--- src/rtl/riscv_pkg.sv ---
// Shared RISC-V fetch definitions: datapath width, reset/NOP defaults and the
// fetch FSM state type.
package riscv_pkg;

    localparam int XLEN = 32;

    localparam logic [XLEN-1:0] RESET_PC_DEFAULT = 32'h0000_0000;
    localparam logic [XLEN-1:0] NOP_INST_DEFAULT = 32'h0000_0013;

    typedef enum logic [1:0] {
        ST_REQ  = 2'd0,
        ST_WAIT = 2'd1,
        ST_HOLD = 2'd2,
        ST_HALT = 2'd3
    } fetch_state_t;

endpackage

--- src/rtl/fetch_unit_if.sv ---
// Instruction-memory request/response bus between the fetch unit (master)
// and instruction memory (slave).
interface fetch_unit_if
    import riscv_pkg::*;
();

    logic            imem_req;
    logic [XLEN-1:0] imem_addr;
    logic            imem_ready;
    logic            imem_rvalid;
    logic [XLEN-1:0] imem_rdata;

    modport master (
        output imem_req,
        output imem_addr,
        input  imem_ready,
        input  imem_rvalid,
        input  imem_rdata
    );

    modport slave (
        input  imem_req,
        input  imem_addr,
        output imem_ready,
        output imem_rvalid,
        output imem_rdata
    );

endinterface

--- src/rtl/fetch_pc_next.sv ---
// Combinational next-PC selection (PC+4 or JALR-style ALU target).
// Build option: FETCH_MISALIGN_CHK_EN keeps next_pc[1] so the fetch unit can trap on it.
module fetch_pc_next
    import riscv_pkg::*;
(
    input  logic [XLEN-1:0] pc,
    input  logic            pc_sel,
    input  logic [XLEN-1:0] alu_out,
    output logic [XLEN-1:0] pc_plus4,
    output logic [XLEN-1:0] next_pc
);

    logic [XLEN-1:0] target;

    // Addition wraps naturally at 2^32.
    assign pc_plus4 = pc + 32'd4;
    assign target   = pc_sel ? (alu_out & ~32'h0000_0001) : pc_plus4;

`ifdef FETCH_MISALIGN_CHK_EN
    assign next_pc = target;
`else
    // Without the checker a half-word target is silently word-aligned.
    assign next_pc = target & ~32'h0000_0003;
`endif

endmodule

--- src/rtl/fetch_unit.sv ---
// Instruction fetch unit: requests one word at PC, holds it for the core until ack.
// Build option: FETCH_MISALIGN_CHK_EN enables the sticky misalignment trap (HALT state).
module fetch_unit
    import riscv_pkg::*;
#(
    parameter logic [XLEN-1:0] RESET_PC = RESET_PC_DEFAULT,
    parameter logic [XLEN-1:0] NOP_INST = NOP_INST_DEFAULT
) (
    input  logic            clk,
    input  logic            rst,
    fetch_unit_if.master    imem,
    input  logic            PCSel,
    input  logic [XLEN-1:0] ALU_out,
    input  logic            inst_ack,
    output logic [XLEN-1:0] inst,
    output logic            inst_valid,
    output logic [XLEN-1:0] PC,
    output logic [XLEN-1:0] PC4,
    output logic            misalign_err
);

    fetch_state_t    state_q;
    fetch_state_t    state_d;
    logic [XLEN-1:0] next_pc;
    logic            load_inst;
    logic            advance;
`ifdef FETCH_MISALIGN_CHK_EN
    logic            enter_halt;
`endif

    fetch_pc_next u_pc_next (
        .pc       (PC),
        .pc_sel   (PCSel),
        .alu_out  (ALU_out),
        .pc_plus4 (PC4),
        .next_pc  (next_pc)
    );

    assign imem.imem_req  = (state_q == ST_REQ) && !rst;
    assign imem.imem_addr = PC;

    always_ff @(posedge clk) begin
        if (rst) begin
            state_q <= ST_REQ;
        end else begin
            state_q <= state_d;
        end
    end

    // rvalid only matters in REQ (together with ready) and in WAIT; ack only in HOLD.
    always_comb begin
        state_d    = state_q;
        load_inst  = 1'b0;
        advance    = 1'b0;
`ifdef FETCH_MISALIGN_CHK_EN
        enter_halt = 1'b0;
`endif
        case (state_q)
            ST_REQ: begin
                if (imem.imem_ready) begin
                    if (imem.imem_rvalid) begin
                        load_inst = 1'b1;
                        state_d   = ST_HOLD;
                    end else begin
                        state_d   = ST_WAIT;
                    end
                end
            end
            ST_WAIT: begin
                if (imem.imem_rvalid) begin
                    load_inst = 1'b1;
                    state_d   = ST_HOLD;
                end
            end
            ST_HOLD: begin
                if (inst_ack) begin
`ifdef FETCH_MISALIGN_CHK_EN
                    if (next_pc[1]) begin
                        enter_halt = 1'b1;
                        state_d    = ST_HALT;
                    end else begin
                        advance    = 1'b1;
                        state_d    = ST_REQ;
                    end
`else
                    advance = 1'b1;
                    state_d = ST_REQ;
`endif
                end
            end
            ST_HALT: begin
                state_d = ST_HALT;
            end
            default: begin
                state_d = ST_REQ;
            end
        endcase
    end

    always_ff @(posedge clk) begin
        if (rst) begin
            PC         <= RESET_PC;
            inst       <= NOP_INST;
            inst_valid <= 1'b0;
        end else if (load_inst) begin
            inst       <= imem.imem_rdata;
            inst_valid <= 1'b1;
        end else if (advance) begin
            PC         <= next_pc;
            inst       <= NOP_INST;
            inst_valid <= 1'b0;
`ifdef FETCH_MISALIGN_CHK_EN
        end else if (enter_halt) begin
            inst       <= NOP_INST;
            inst_valid <= 1'b0;
`endif
        end
    end

`ifdef FETCH_MISALIGN_CHK_EN
    always_ff @(posedge clk) begin
        if (rst) begin
            misalign_err <= 1'b0;
        end else if (enter_halt) begin
            misalign_err <= 1'b1;
        end
    end
`else
    assign misalign_err = 1'b0;
`endif

endmodule

--- src/flat_wrapper.sv ---
// flat-port wrapper written by rule: the top's interface ports become plain ports
module fetch_unit_flat import riscv_pkg::*;
#(
    parameter logic [XLEN-1:0] RESET_PC = RESET_PC_DEFAULT,
    parameter logic [XLEN-1:0] NOP_INST = NOP_INST_DEFAULT
)
  (clk, rst, PCSel, ALU_out, inst_ack, inst, inst_valid, PC, PC4, misalign_err, imem_imem_req, imem_imem_addr, imem_imem_ready, imem_imem_rvalid, imem_imem_rdata);
  fetch_unit_if imem_i ();
  input  logic clk;
  input  logic rst;
  input  logic PCSel;
  input  logic [XLEN-1:0] ALU_out;
  input  logic inst_ack;
  output logic [XLEN-1:0] inst;
  output logic inst_valid;
  output logic [XLEN-1:0] PC;
  output logic [XLEN-1:0] PC4;
  output logic misalign_err;
  output wire logic [$bits(imem_i.imem_req)-1:0] imem_imem_req;
  output wire logic [$bits(imem_i.imem_addr)-1:0] imem_imem_addr;
  input wire logic [$bits(imem_i.imem_ready)-1:0] imem_imem_ready;
  input wire logic [$bits(imem_i.imem_rvalid)-1:0] imem_imem_rvalid;
  input wire logic [$bits(imem_i.imem_rdata)-1:0] imem_imem_rdata;
  assign imem_imem_req = imem_i.imem_req;
  assign imem_imem_addr = imem_i.imem_addr;
  assign imem_i.imem_ready = imem_imem_ready;
  assign imem_i.imem_rvalid = imem_imem_rvalid;
  assign imem_i.imem_rdata = imem_imem_rdata;
  fetch_unit #(.RESET_PC(RESET_PC), .NOP_INST(NOP_INST)) u_core (.clk(clk), .rst(rst), .imem(imem_i), .PCSel(PCSel), .ALU_out(ALU_out), .inst_ack(inst_ack), .inst(inst), .inst_valid(inst_valid), .PC(PC), .PC4(PC4), .misalign_err(misalign_err));
endmodule
--- config.mk ---
export PLATFORM = sky130hd
export DESIGN_NAME = fetch_unit_flat
export DESIGN_NICKNAME = d
export VERILOG_FILES = /design/src/rtl/riscv_pkg.sv /design/src/rtl/fetch_unit_if.sv /design/src/rtl/fetch_pc_next.sv /design/src/rtl/fetch_unit.sv /design/src/flat_wrapper.sv
export SDC_FILE = /design/constraint.sdc
export NUM_CORES = 1
export LEC_CHECK = 0
export ABC_CLOCK_PERIOD_IN_PS = 4400
export CELL_PAD_IN_SITES_DETAIL_PLACEMENT = 2
export CELL_PAD_IN_SITES_GLOBAL_PLACEMENT = 2
export CORE_MARGIN = 2
export CORE_UTILIZATION = 22
export DETAILED_ROUTE_END_ITERATION = 7
export PLACE_DENSITY = 0.86
export SLEW_MARGIN = 10
export SYNTH_ARGS = -nofsm -noshare
export SYNTH_HDL_FRONTEND = slang
export SYNTH_SLANG_ARGS = --single-unit
--- constraint.sdc ---
create_clock -name clk -period 4.4 [get_ports clk]
set_input_delay 0.88 -clock clk [delete_from_list [all_inputs] [get_ports clk]]
set_output_delay 0.88 -clock clk [all_outputs]
set_load 0.05 [all_outputs]
# After elaboration in Yosys (flattened, before gate mapping)
# Cells that the tools add are included.
# totals
latchBits,0
register_bits,65
mem_bits_ro,0
in_bits,70
ramBits,0
mem_count,0
output_inout_bits,131
wordCells,33
# op_classes
n_div,0
n_addsub,1
n_bitwise,1
shift,0
n_reduce_logical,6
muxes,15
n_eq_ne,6
n_mul,0
magnitude_cmp,0
# ops
op,n
32-bit two-way mux,3
"32-bit by 3-bit adder with 32-bit output, second input constant",1
2-bit two-way mux,4
2-bit case mux with 4 select lines,1
1-bit two-way mux,6
"2-bit inequality test, second input constant",3
"2-bit equality test, second input constant",2
3-bit AND reduction,1
"2-bit by 1-bit equality test with 1-bit output, second input constant",1
2-bit logical NOT,1
1-bit case mux with 2 select lines,1
2-bit AND reduction,1
2-bit nonzero test,1
1-bit logical AND,1
1-bit logical NOT,1
1-bit inverter,1

# Logic depth before layout (Yosys ltp)
# depth
word_depth,5
ltp_mapped,8
mapped_depth_nobuf,6

# Hierarchy
# Synthesis repeated with hierarchy kept, for this count alone.
# hier_totals
cells_unflattened,447
hier_area_um2,3634.7
# modules_own_cells
mod,seq_area_each_um2,instances,area_per_inst_um2,cells_per_inst
fetch_unit,1341.3,1,2501.1,270
fetch_pc_next,0.0,1,1133.6,177

# Worst setup path after synthesis
# Ideal clock, no wire load.
# synth_path
path_type,reg2out
start,register u_core.PC[2]
end,output port PC4[28]
arrival_time_ns,2.816
path_slack_ns,0.704
n_path_buf,1
required_time_ns,3.520
stages_incl_launch_ff,7
path_cell_list,dfxtp_1 -> ha_1 -> nand3_1 -> nor4_1 -> buf_2 -> nand4_1 -> xnor2_1
# synth_between
elab_chain_cells,1
# synth_rtl
item,line,text
start: declaration,fetch_unit.sv:17,"output logic [XLEN-1:0] PC,"
start signal: assignment,fetch_unit.sv:109,PC <= next_pc;
32-bit by 3-bit adder with 32-bit output,fetch_pc_next.sv:16,assign pc_plus4 = pc + 32'd4;
end: declaration,flat_wrapper.sv:17,output logic [XLEN-1:0] PC4;
# No other way between the ends.

# Final worst setup path
# layout_path
start,register u_core.PC[2]
end,output port PC4[22]
# Same word-level chain as after synthesis.

==> results by stage <==
Run status:
- The run finished with clean final reports.

Logic synthesis:
- The average instance in the mapped netlist occupies 8.21 µm².
- The mapped netlist covers 0.00356 mm².
- The synthesized netlist contains 52 unique library cells.
- Synthesis produced a netlist whose cell count is 434.
- The cell type with the largest total area after synthesis is sky130_fd_sc_hd__dfxtp_1.
- The synthesis warning total is 0.
- Sorting the synthesized cells by area gives the leading types as sky130_fd_sc_hd__dfxtp_1 37%, sky130_fd_sc_hd__buf_4 8.0%, sky130_fd_sc_hd__a22oi_1 7.8%, sky130_fd_sc_hd__nor2_1 5.9%, sky130_fd_sc_hd__o21ai_0 5.2%.
- Of the synthesized area, sequential elements account for 36.5%.
- For this run, the leading register cell type out of synthesis is sky130_fd_sc_hd__dfxtp_1.
- In the synthesized netlist the async set-or-reset flop fraction comes to 0%.
- In this run, synthesis produced a sequential element count of 65.
- The top cell type's share of synthesized area is 36.5%.
- In this run, synthesis inferred 0 flip-flops with an integrated enable.

STA:
- The final critical-path share of the clock period is 93.1%.
- For the final database, setup skew stands at 3.31 ps.
- The final critical path time including I/O delays and setup is 4100 ps.
- Static timing analysis puts the maximum clock frequency at 244 MHz.
- The number of pins with negative max-slew slack in the final report came to 0.
- The worst slew slack as a fraction of its limit is 31.5%.
- The number of endpoints with negative hold slack in the final report is 0.
- After routing, the total negative slack on setup checks comes to 0 ps.
- The final count of negative-setup-slack endpoints is 0.
- Setup repair after global routing left no endpoint under its margin.
- For the pin with the worst max-slew slack, the measured transition is 1020 ps.
- The minimum setup slack in the final design is 302 ps.

Power:
- Power spread over the standard cell area amounts to 315 mW/mm².
- For this design the static power due to leakage is 2.06 nW.
- Summing internal, switching and leakage power gives 0.00182 W.
- IR analysis of the VDD net gives a maximum drop of 0.215 mV.

Route:
- Dividing the detail-routed via count by the number of cells gives 4.79.
- The DRC violation count after routing is 0.
- The number of DRC violations after detailed-routing iteration 0 is 126.
- The post-route antenna net violation count is 0.
- Summing over every cut layer, the via total after detailed routing is 3,884.
- Summed over all layers, the routed wires come to 15.3 mm.
- The first detailed-routing pass ran for 6 iterations.
- The routed wire length per instance is 18.9 µm.

Final layout:
- The net count reported at finish is 661.
- The antenna diode instance count is 0.
- The library cells used most frequently in the layout, excluding fill and tap cells, are 189 x sky130_fd_sc_hd__clkdlybuf4s50_1, 65 x sky130_fd_sc_hd__dfxtp_1, 55 x sky130_fd_sc_hd__nor2_1, 37 x sky130_fd_sc_hd__a22oi_1, 37 x sky130_fd_sc_hd__o21ai_0.
- The post-layout instance area is 0.00577 mm².
- The share of final-layout standard cells stronger than drive strength 1 is 7.06%.
- The signed area change from the synthesized netlist to the final layout is 62.0%.
- The most common library cell in the layout ignoring fill and taps is sky130_fd_sc_hd__clkdlybuf4s50_1.
- The finished layout holds 811 standard cells, fillers aside.

Floorplan:
- The overall die area is 0.0172 mm².
- The number of placed I/O pins is 201.
- The number of standard-cell rows in the floorplan is 46.
- Measured along the x axis, the die boundary spans 131 µm.
- The initial utilization of the core area, before any placement, comes to 22.4%.
- From bottom edge to top edge, the die measures 131 µm.
- The total area inside the core boundary comes to 0.0159 mm².

Clock tree:
- The clock insertion delay at the later pin of the skew report is 340 ps.
- The total clock sinks is 65.
- CTS built an H-tree with a depth of 3.
- The number of cells upsized or downsized after cts is 0.
- CTS placed an instance of sky130_fd_sc_hd__clkbuf_16 at the clock tree root.
- The number of hold-repair buffers added at the cts stage is 0.
- Counting the buffers created by CTS gives 9.
- The post-CTS setup-driven buffer insertion count is 0.
- The TritonCTS clock tree is yes.
- The maximum buffer depth of the clock tree is 2.
- The register clock-pin slew on the reported worst setup and hold paths is 60 ps.

Worst hold path:
- The type of the most critical hold path is register to register.
- The worst hold path begins at u_core.inst_valid.
- Along the worst hold path, the cell count comes to 2.
- The worst-case hold path end point is u_core.inst_valid.

Job:
- Max-cap violations in this run came to 0.

Setup path:
- The critical path data arrival time is 3220 ps.
- Measured in cells, the most critical reg-to-reg path has a length of 7.
- The highest fanout seen on the critical path is 12.
- The critical path class is register to primary output.
- Data on the critical path is required at its endpoint by 3520 ps.
- The worst setup path is launched from a register.
- The destination of the worst register-to-register timing path is u_core.PC[26].
- The worst register-to-register path begins at u_core.PC[2].
- Across all register-to-register paths, the minimum setup slack is 2050 ps.
- The type of element capturing the critical path is a primary output.

Placement:
- The global placer's final weighted congestion is 0.712.
- The detailed-placement wirelength estimate is 11.1 mm.
- Input and output buffers added on the ports amount to 191.
- The worst-case setup slack after placement is 643 ps.
- In this run, placement finished with an instance count of 795.
- The placed instances occupy a cell area of 0.00545 mm².

GRT:
- Global routing used 17.5% of the available tracks across all layers.
- The initial antenna violation count is 0.
- The overflow left after global routing is 0.
- Entering global routing, the biggest net connects 35 pins.
- The via count of the first global-routing pass is 4,336.
- The wire length of the first global-routing pass is 24.0 mm.
## layout make-up
class / count / area [µm²]
well taps: 216 / 270
flip-flops and latches: 65 / 1300
fillers: 1812 / 10100
repair buffers: 204 / 2000
clock inverters: 4 / 76.3
multi-input cells: 301 / 1840
inverters: 9 / 33.8
clock buffers: 12 / 246
## through the flow
step	hold slack, ps	utilization (%)
floorplan	523	-
global placement	453	34.3
detailed placement	478	34.3
CTS	492	36.4
global route	518	36.4
finish	481	36.4
## registers in the layout, summed over array words and instances (netlist names)
register / cells
u_core.PC: 30
u_core.inst: 32
u_core.inst_valid: 1
u_core.state_q: 2
## cell families after synthesis
kind of cell    Yosys count  share of synthesized area (%)
simple gates            139                           19.7
compound gates          123                           22.9
buf+inv                  74                           12.7
flops                    65                           36.5
xor+xnor                 28                           6.88
mux                       3                          0.843
fa+ha+maj                 1                          0.351
other cells               1                          0.105
## worst max-delay path by stage
| stage | endpoint | slack, ps | start | cells after the start |
|---|---|---|---|---|
| floorplan | PC4[28] | 700 | u_core.PC[2] | 6 |
| global placement | PC4[22] | 750 | u_core.PC[2] | 8 |
| global route | PC4[22] | 40 | u_core.PC[2] | 8 |
| finish | PC4[22] | 300 | u_core.PC[2] | 8 |
| CTS | PC4[22] | 250 | u_core.PC[2] | 8 |
| detailed placement | PC4[22] | 640 | u_core.PC[2] | 8 |
## critical path: stages, from the launching register on
cell	delay, ps
sky130_fd_sc_hd__dfxtp_1	450
sky130_fd_sc_hd__ha_1	280
sky130_fd_sc_hd__nand3_1	320
sky130_fd_sc_hd__nor4_2	250
sky130_fd_sc_hd__buf_4	260
sky130_fd_sc_hd__nand2_1	140
sky130_fd_sc_hd__nor2_1	180
sky130_fd_sc_hd__xor2_1	170
sky130_fd_sc_hd__clkdlybuf4s50_1	820
## routing by layer
metal / GRT usage [%] / wire [µm] / vias up
li1: - / - / 1826
met1: 18.1 / 6040 / 1918
met2: 33.0 / 7970 / 124
met3: 6.33 / 1110 / 16
met4: 5.50 / 215 / 0
met5: 0 / 0 / -
## synth_stat cells, types with 3 or more instances
cell / number
sky130_fd_sc_hd__dfxtp_1: 65
sky130_fd_sc_hd__nor2_1: 56
sky130_fd_sc_hd__buf_4: 38
sky130_fd_sc_hd__a22oi_1: 37
sky130_fd_sc_hd__o21ai_0: 37
sky130_fd_sc_hd__nand2_1: 22
sky130_fd_sc_hd__clkbuf_1: 18
sky130_fd_sc_hd__xnor2_1: 16
sky130_fd_sc_hd__a21oi_1: 14
sky130_fd_sc_hd__nand3_1: 13
sky130_fd_sc_hd__nor3_1: 13
sky130_fd_sc_hd__xor2_1: 12
sky130_fd_sc_hd__inv_1: 9
sky130_fd_sc_hd__nand4_1: 6
sky130_fd_sc_hd__o22ai_1: 6
sky130_fd_sc_hd__o2bb2ai_1: 6
sky130_fd_sc_hd__a31oi_1: 4
sky130_fd_sc_hd__and3_1: 4
sky130_fd_sc_hd__buf_6: 4
sky130_fd_sc_hd__a32oi_1: 3
sky130_fd_sc_hd__buf_1: 3
sky130_fd_sc_hd__mux2i_1: 3
sky130_fd_sc_hd__nand2b_1: 3
sky130_fd_sc_hd__nor4_1: 3
sky130_fd_sc_hd__or2_2: 3
## report_power, final
part           switching [W]  total [W]  leakage (nW)  internal [W]
combinational       0.000239   0.000388          1.38      0.000149
clock               0.000278   0.000791         0.153      0.000513
sequential         0.0000243   0.000638         0.529      0.000613
total               0.000541    0.00182          2.06       0.00128
Power figures use the tool's default switching activity.
==> RTL change 1: new RTL, config.mk and constraints unchanged <==
Add a define of `FETCH_MISALIGN_CHK_EN`.
--- a/src/rtl/fetch_pc_next.sv
+++ b/src/rtl/fetch_pc_next.sv
@@ -1,4 +1,6 @@
 // Combinational next-PC selection (PC+4 or JALR-style ALU target).
 // Build option: FETCH_MISALIGN_CHK_EN keeps next_pc[1] so the fetch unit can trap on it.
+`define FETCH_MISALIGN_CHK_EN
+
 module fetch_pc_next
     import riscv_pkg::*;
Function: changed (Yosys sat finds a counterexample within 4 cycles, from zero or initial values and one cycle with rst high).
==> RTL change 1 against the original RTL <==
Routed wire length up 11%. Sequential cell count up 2. Worst setup slack got worse by 0.16 ns. Global-route usage increased by 0.29 points. Clock power decreased by 3.9%. Synthesized area increased by 12%. Total power grew 2.9%. Design area up 5.9%. Critical path type unchanged. Critical endpoint is now PC4[26]. Highest routed layer unchanged.
==> RTL change 1: results (changes against the original RTL) <==
Yosys
  • Post-synthesis sequential area ratio: 0.337 (-0.0282)
  • Commonest cells post-synth: 67 x dfxtp_1, 59 x nand2_1, 48 x a21oi_1, 46 x nand3_1, 40 x buf_4
  • Dominant cells by area after synthesis: dfxtp_1 34%, buf_4 7.5%, a21oi_1 6.0%

Global routing
  • Met1 Use GR: 0.200 (+0.0187)
  • Initial antenna violation count: 1 (+1)
  • Vias in the first global route: 4874 (+12%)
  • M2 GR Usage: 0.310 (-0.0192)
  • Global-route wire length before repair: 27500 um (+15%)
  • Overall routing resource usage: 0.178 (+0.00293)
  • Largest net degree at the start of global routing: 68 (+94%)
  • Met3 global-route usage: 0.0769 (+0.0136)

Routing
  • WL/cell: 19.3 um (+2.0%)
  • First-iteration detailed-routing DRC count: 148 (+17%)
  • Total number of vias: 4411 (+14%)
  • Pre-antenna DRT Iters: 4 (-2)

Setup path
  • Delay-heaviest family, CP: simple AND/OR/NAND/NOR gates
  • Worst-path maximum fanout: 10 (-2)
  • Crit path arrival time: 3.37 ns (+0.15 ns)

Place
  • Routability cong.: 0.829 (+16%)
  • Port Buf Inserts: 196 (+2.6%)

Pwr
  • P_sw: 0.000618 W (+14%)
  • Maximum vdd drop: 0.000213 V (-0.71%)

Layout
  • Share of cells above drive strength 1: 0.0686 (-0.00199)
  • Largest regs: u_core.inst x32, u_core.PC x31, u_core.state_q x2
  • Nets: 722 (+9.2%)

Run status
  • Status: finished clean
## RTL change 1: cell count changes after synthesis, sizes merged, moves of 7 or more
cell / unedited run / this run
nand3: 14 / 46
a22oi: 37 / 3
nor2: 56 / 29
o21ai: 38 / 24
nor3: 13 / 20
buf: 47 / 57
nand2: 22 / 59
a21oi: 14 / 48
## RTL change 1: final timing paths
| kind | start | to | slack (ns) | cells after the start |
|---|---|---|---|---|
| max | u_core.PC[10]$_SDFFE_PP0P_ | PC4[26] | 0.15 | 5 |
| min | u_core.inst[2]$_SDFFE_PP0P_ | u_core.inst[2]$_SDFFE_PP0P_ | 0.47 | 2 |
| max reg2reg | u_core.PC[10]$_SDFFE_PP0P_ | u_core.PC[29]$_SDFFE_PP0P_ | 1.93 | 5 |
| min reg2reg | u_core.inst[2]$_SDFFE_PP0P_ | u_core.inst[2]$_SDFFE_PP0P_ | 0.47 | 2 |
## RTL change 1: layout make-up
| cell class | count | area, um2 |
|---|---|---|
| Inverter | 5 | 18.8 |
| Fill cell | 1987 | 11700 |
| Clock inverter | 6 | 63.8 |
| Timing Repair Buffer | 208 | 2040 |
| Tap cell | 229 | 287 |
| Clock buffer | 10 | 239 |
| Sequential cell | 67 | 1340 |
| Multi-Input combinational cell | 360 | 2120 |
## RTL change 1: cell families after synthesis
family	synth area share
AOI/OAI and AO/OA	0.177
xor gates and xnor gates	0.0572
adders and majority gates	0.00314
buffers and inverters	0.134
DFF	0.337
muxes	0.0154
other	0.000942
and+or+nand+nor	0.275
## RTL change 1: stage by stage
stage	area, um2	worst slack [ns]	cells	util	power, W
floorplan	3990	0.539	512	-	0.000949
global placement	5810	0.529	869	0.325	0.00111
detailed placement	5810	0.422	869	0.325	0.00113
CTS	6110	0.0400	885	0.342	0.00190
global route	6120	0.00894	885	0.343	0.00195
finish	6120	0.146	885	0.343	0.00187
## RTL change 1: power by group through the flow
stage | Sequential (W) | Combinational [W] | Clock [W]
3_3_place_gp | 0.000673 | 0.000439 | 0
2_1_floorplan | 0.000760 | 0.000190 | 0
4_1_cts | 0.000664 | 0.000452 | 0.000785
5_1_grt | 0.000668 | 0.000473 | 0.000807
6_report | 0.000664 | 0.000446 | 0.000760
3_5_place_dp | 0.000677 | 0.000448 | 0
## RTL change 1: per-layer routing
layer | part of all wire | up-vias
li1 | - | 2054
met1 | 0.41 | 2193
met2 | 0.48 | 150
met3 | 0.095 | 14
met4 | 0.013 | 0
met5 | 0 | -
## RTL change 1: tightest hold or removal path: stages, from the launching register on
cell,delay [ns]
dfxtp_1,0.31
nand3_1,0.06
a21oi_1,0.06
==> RTL change 2: new RTL, config.mk and constraints unchanged <==
Made on the original files. The 4 states of `fetch_state_t` get a one-hot encoding in 4 bits.
--- a/src/rtl/riscv_pkg.sv
+++ b/src/rtl/riscv_pkg.sv
@@ -8,9 +8,9 @@
     localparam logic [XLEN-1:0] NOP_INST_DEFAULT = 32'h0000_0013;
 
-    typedef enum logic [1:0] {
-        ST_REQ  = 2'd0,
-        ST_WAIT = 2'd1,
-        ST_HOLD = 2'd2,
-        ST_HALT = 2'd3
+    typedef enum logic [3:0] {
+        ST_REQ  = 4'b0001,
+        ST_WAIT = 4'b0010,
+        ST_HOLD = 4'b0100,
+        ST_HALT = 4'b1000
     } fetch_state_t;
 
Function: same outputs for any inputs over 10 cycles, from zero or initial values and one cycle with rst high; not proved beyond that.
==> RTL change 2 against the original RTL <==
Sequential power up 3%. Routed wire length up 14%. Sequential cell count up 2. Synthesized area up 16%. Critical path depth down 2. Total power down 2.5%. Sequential share of layout area down 1.1 points. Design area up 8.1%. Worst setup slack better by 0.034 ns. Clock power down 5.7%. Global-route usage about the same. Critical endpoint is now PC4[25].
==> RTL change 2: results (changes against the original RTL) <==
Clock network
  • H-tree depth: 3 (unchanged)
  • Post-CTS Setup Repair Bufs: 0 (unchanged)
  • PostCTS Resize Cnt: 0 (unchanged)
  • Clk Latency, worst-skew pair: 0.34 ns (about the same)
  • Clock buffer depth: 2 (unchanged)
  • Num CTS Buffers: 9 (unchanged)
  • Clk slew on worst S/H paths: 0.06 ns (about the same)
  • Root Driver: clkbuf_16

Layout
  • FILL cells: 2127 (+17%)
  • Share of cells above drive strength 1: 0.0711 (+0.000523)
  • Largest regs: u_core.inst x32, u_core.PC x30, u_core.state_q x4
  • Nets: 741 (+12%)

Yosys
  • Most common flop cell mapped by yosys: dfxtp_1
  • Ys Warns: 0 (unchanged)
  • Post-synthesis sequential area ratio: 0.325 (-0.0398)
  • Portion of netlist area occupied by mux cells: 0.00728 (-0.00114)
  • Xor and xnor area share after synthesis: 0.0595 (-0.00934)
  • Commonest cells post-synth: 72 x nand2_1, 67 x dfxtp_1, 53 x a21oi_1, 48 x nand3_1, 41 x buf_4
  • Async SR Flop Fraction: 0 (unchanged)
  • Netlist cell types: 63 (+21%)
  • Post-Synth Adder-Cell Area: 0.00303 (-0.000476)
  • Dominant cells by area after synthesis: dfxtp_1 33%, buf_4 7.5%, nand2_1 6.6%
  • Complex-gate fraction of the synthesized area: 0.198 (-0.0311)

Timing
  • Final hold violation count: 0 (unchanged)
  • Slew HR: 0.252 (-0.0630)
  • Clock Skew: 0.00641 ns (+0.00310 ns)

Worst hold path
  • Worst hold path type: reg2reg

Routing
  • Max Used Layer: met4
  • Metal-1 WL: 7040 um (+17%)
  • WL met3: 1030 um (-6.8%)
  • Vias/cell: 4.97 (+3.8%)
  • First-iteration detailed-routing DRC count: 160 (+27%)
  • Pre-antenna DRT Iters: 4 (-2)
  • Metal2 WL: 9130 um (+15%)
  • WL/cell: 19.1 um (+1.2%)

Global routing
  • Overall routing resource usage: 0.175 (-0.000424)
  • Initial antenna violation count: 2 (+2)
  • Grt ovf: 0 (unchanged)
  • Vias in the first global route: 4883 (+13%)
  • Largest net degree at the start of global routing: 60 (+71%)
  • Global-route wire length before repair: 27300 um (+14%)

Setup path
  • Worst-path maximum fanout: 10 (-2)
  • Worst reg2reg setup slack: 2.07 ns (+0.02 ns)
  • Crit path arrival time: 3.18 ns (-0.04 ns)

Pwr
  • P_leak: 2.16 nW (+5.0%)
  • Maximum vdd drop: 0.000158 V (-26%)

Run status
  • Status: finished clean

Place
  • Post-DP HPWL: 12800 um (+15%)
  • Routability cong.: 0.761 (+6.8%)
  • Port Buf Inserts: 191 (unchanged)
RTL change 2: cell count changes after synthesis, moves of 5 or more:
cell	before	now
a22oi_1	37	1
a32o_1	0	7
buf_2	2	14
o21ai_0	37	22
a31oi_1	4	9
o31ai_1	0	7
o2bb2ai_1	6	0
nand2_1	22	72
a21oi_1	14	53
and3_1	4	9
nand3_1	13	48
nor2_1	56	25
RTL change 2: per-stage QoR:
stage	utilization	setup slack, ns	hold WS [ns]	instance area (um2)	instances
after floorplan	-	0.743	0.513	4150	542
after global placement	0.320	0.620	0.454	5930	893
after detailed placement	0.320	0.518	0.466	5930	893
after CTS	0.337	0.140	0.475	6230	909
after global routing	0.337	0.0684	0.499	6240	911
final	0.337	0.336	0.467	6240	911
RTL change 2: logic make-up after synthesis:
| logic type | after synthesis |
|---|---|
| and+or+nand+nor | 213 |
| AOI/OAI and AO/OA | 129 |
| buffers and inverters | 94 |
| DFF | 67 |
| xor gates and xnor gates | 28 |
| muxes | 3 |
| adders and majority gates | 1 |
| other | 1 |
RTL change 2: worst paths after layout:
path,depth (start not counted),endpoint,startpoint
setup reg to reg,5,u_core.inst[5]$_SDFFE_PP0P_,u_core.state_q[1]$_SDFFE_PP0P_
hold / removal,2,u_core.inst[15]$_SDFFE_PP0P_,u_core.inst[15]$_SDFFE_PP0P_
setup / recovery,6,PC4[25],u_core.PC[5]$_SDFFE_PP0P_
hold reg to reg,2,u_core.inst[15]$_SDFFE_PP0P_,u_core.inst[15]$_SDFFE_PP0P_
RTL change 2: metal layers:
| layer | GRT usage | up-vias |
|---|---|---|
| li1 | - | 2140 |
| met1 | 0.196 | 2243 |
| met2 | 0.319 | 130 |
| met3 | 0.0554 | 17 |
| met4 | 0.0484 | 0 |
| met5 | 0 | - |
RTL change 2: layout make-up:
cell class / instances / share of cell area
antenna: 2 / 0.000802
clock buffer: 10 / 0.0383
clock inverter: 6 / 0.0104
inverter: 8 / 0.00481
multi-input combinational: 381 / 0.365
sequential: 67 / 0.215
tap: 234 / 0.0469
timing repair buffer: 203 / 0.319
RTL change 2: power breakdown:
| part | switching [W] | internal, W | total (W) |
|---|---|---|---|
| Combinational | 0.000229 | 0.000140 | 0.000369 |
| Clock | 0.000293 | 0.000453 | 0.000746 |
| Sequential | 0.0000249 | 0.000632 | 0.000657 |
| Total | 0.000546 | 0.00123 | 0.00177 |
RTL change 2: worst max-delay path, cell delays in order, from the launching register on:
cell	delay (ns)
dfxtp_1	0.57
and4_2	0.49
nand4_2	0.17
nor4_4	0.40
buf_4	0.23
xor2_1	0.15
clkdlybuf4s50_1	0.83
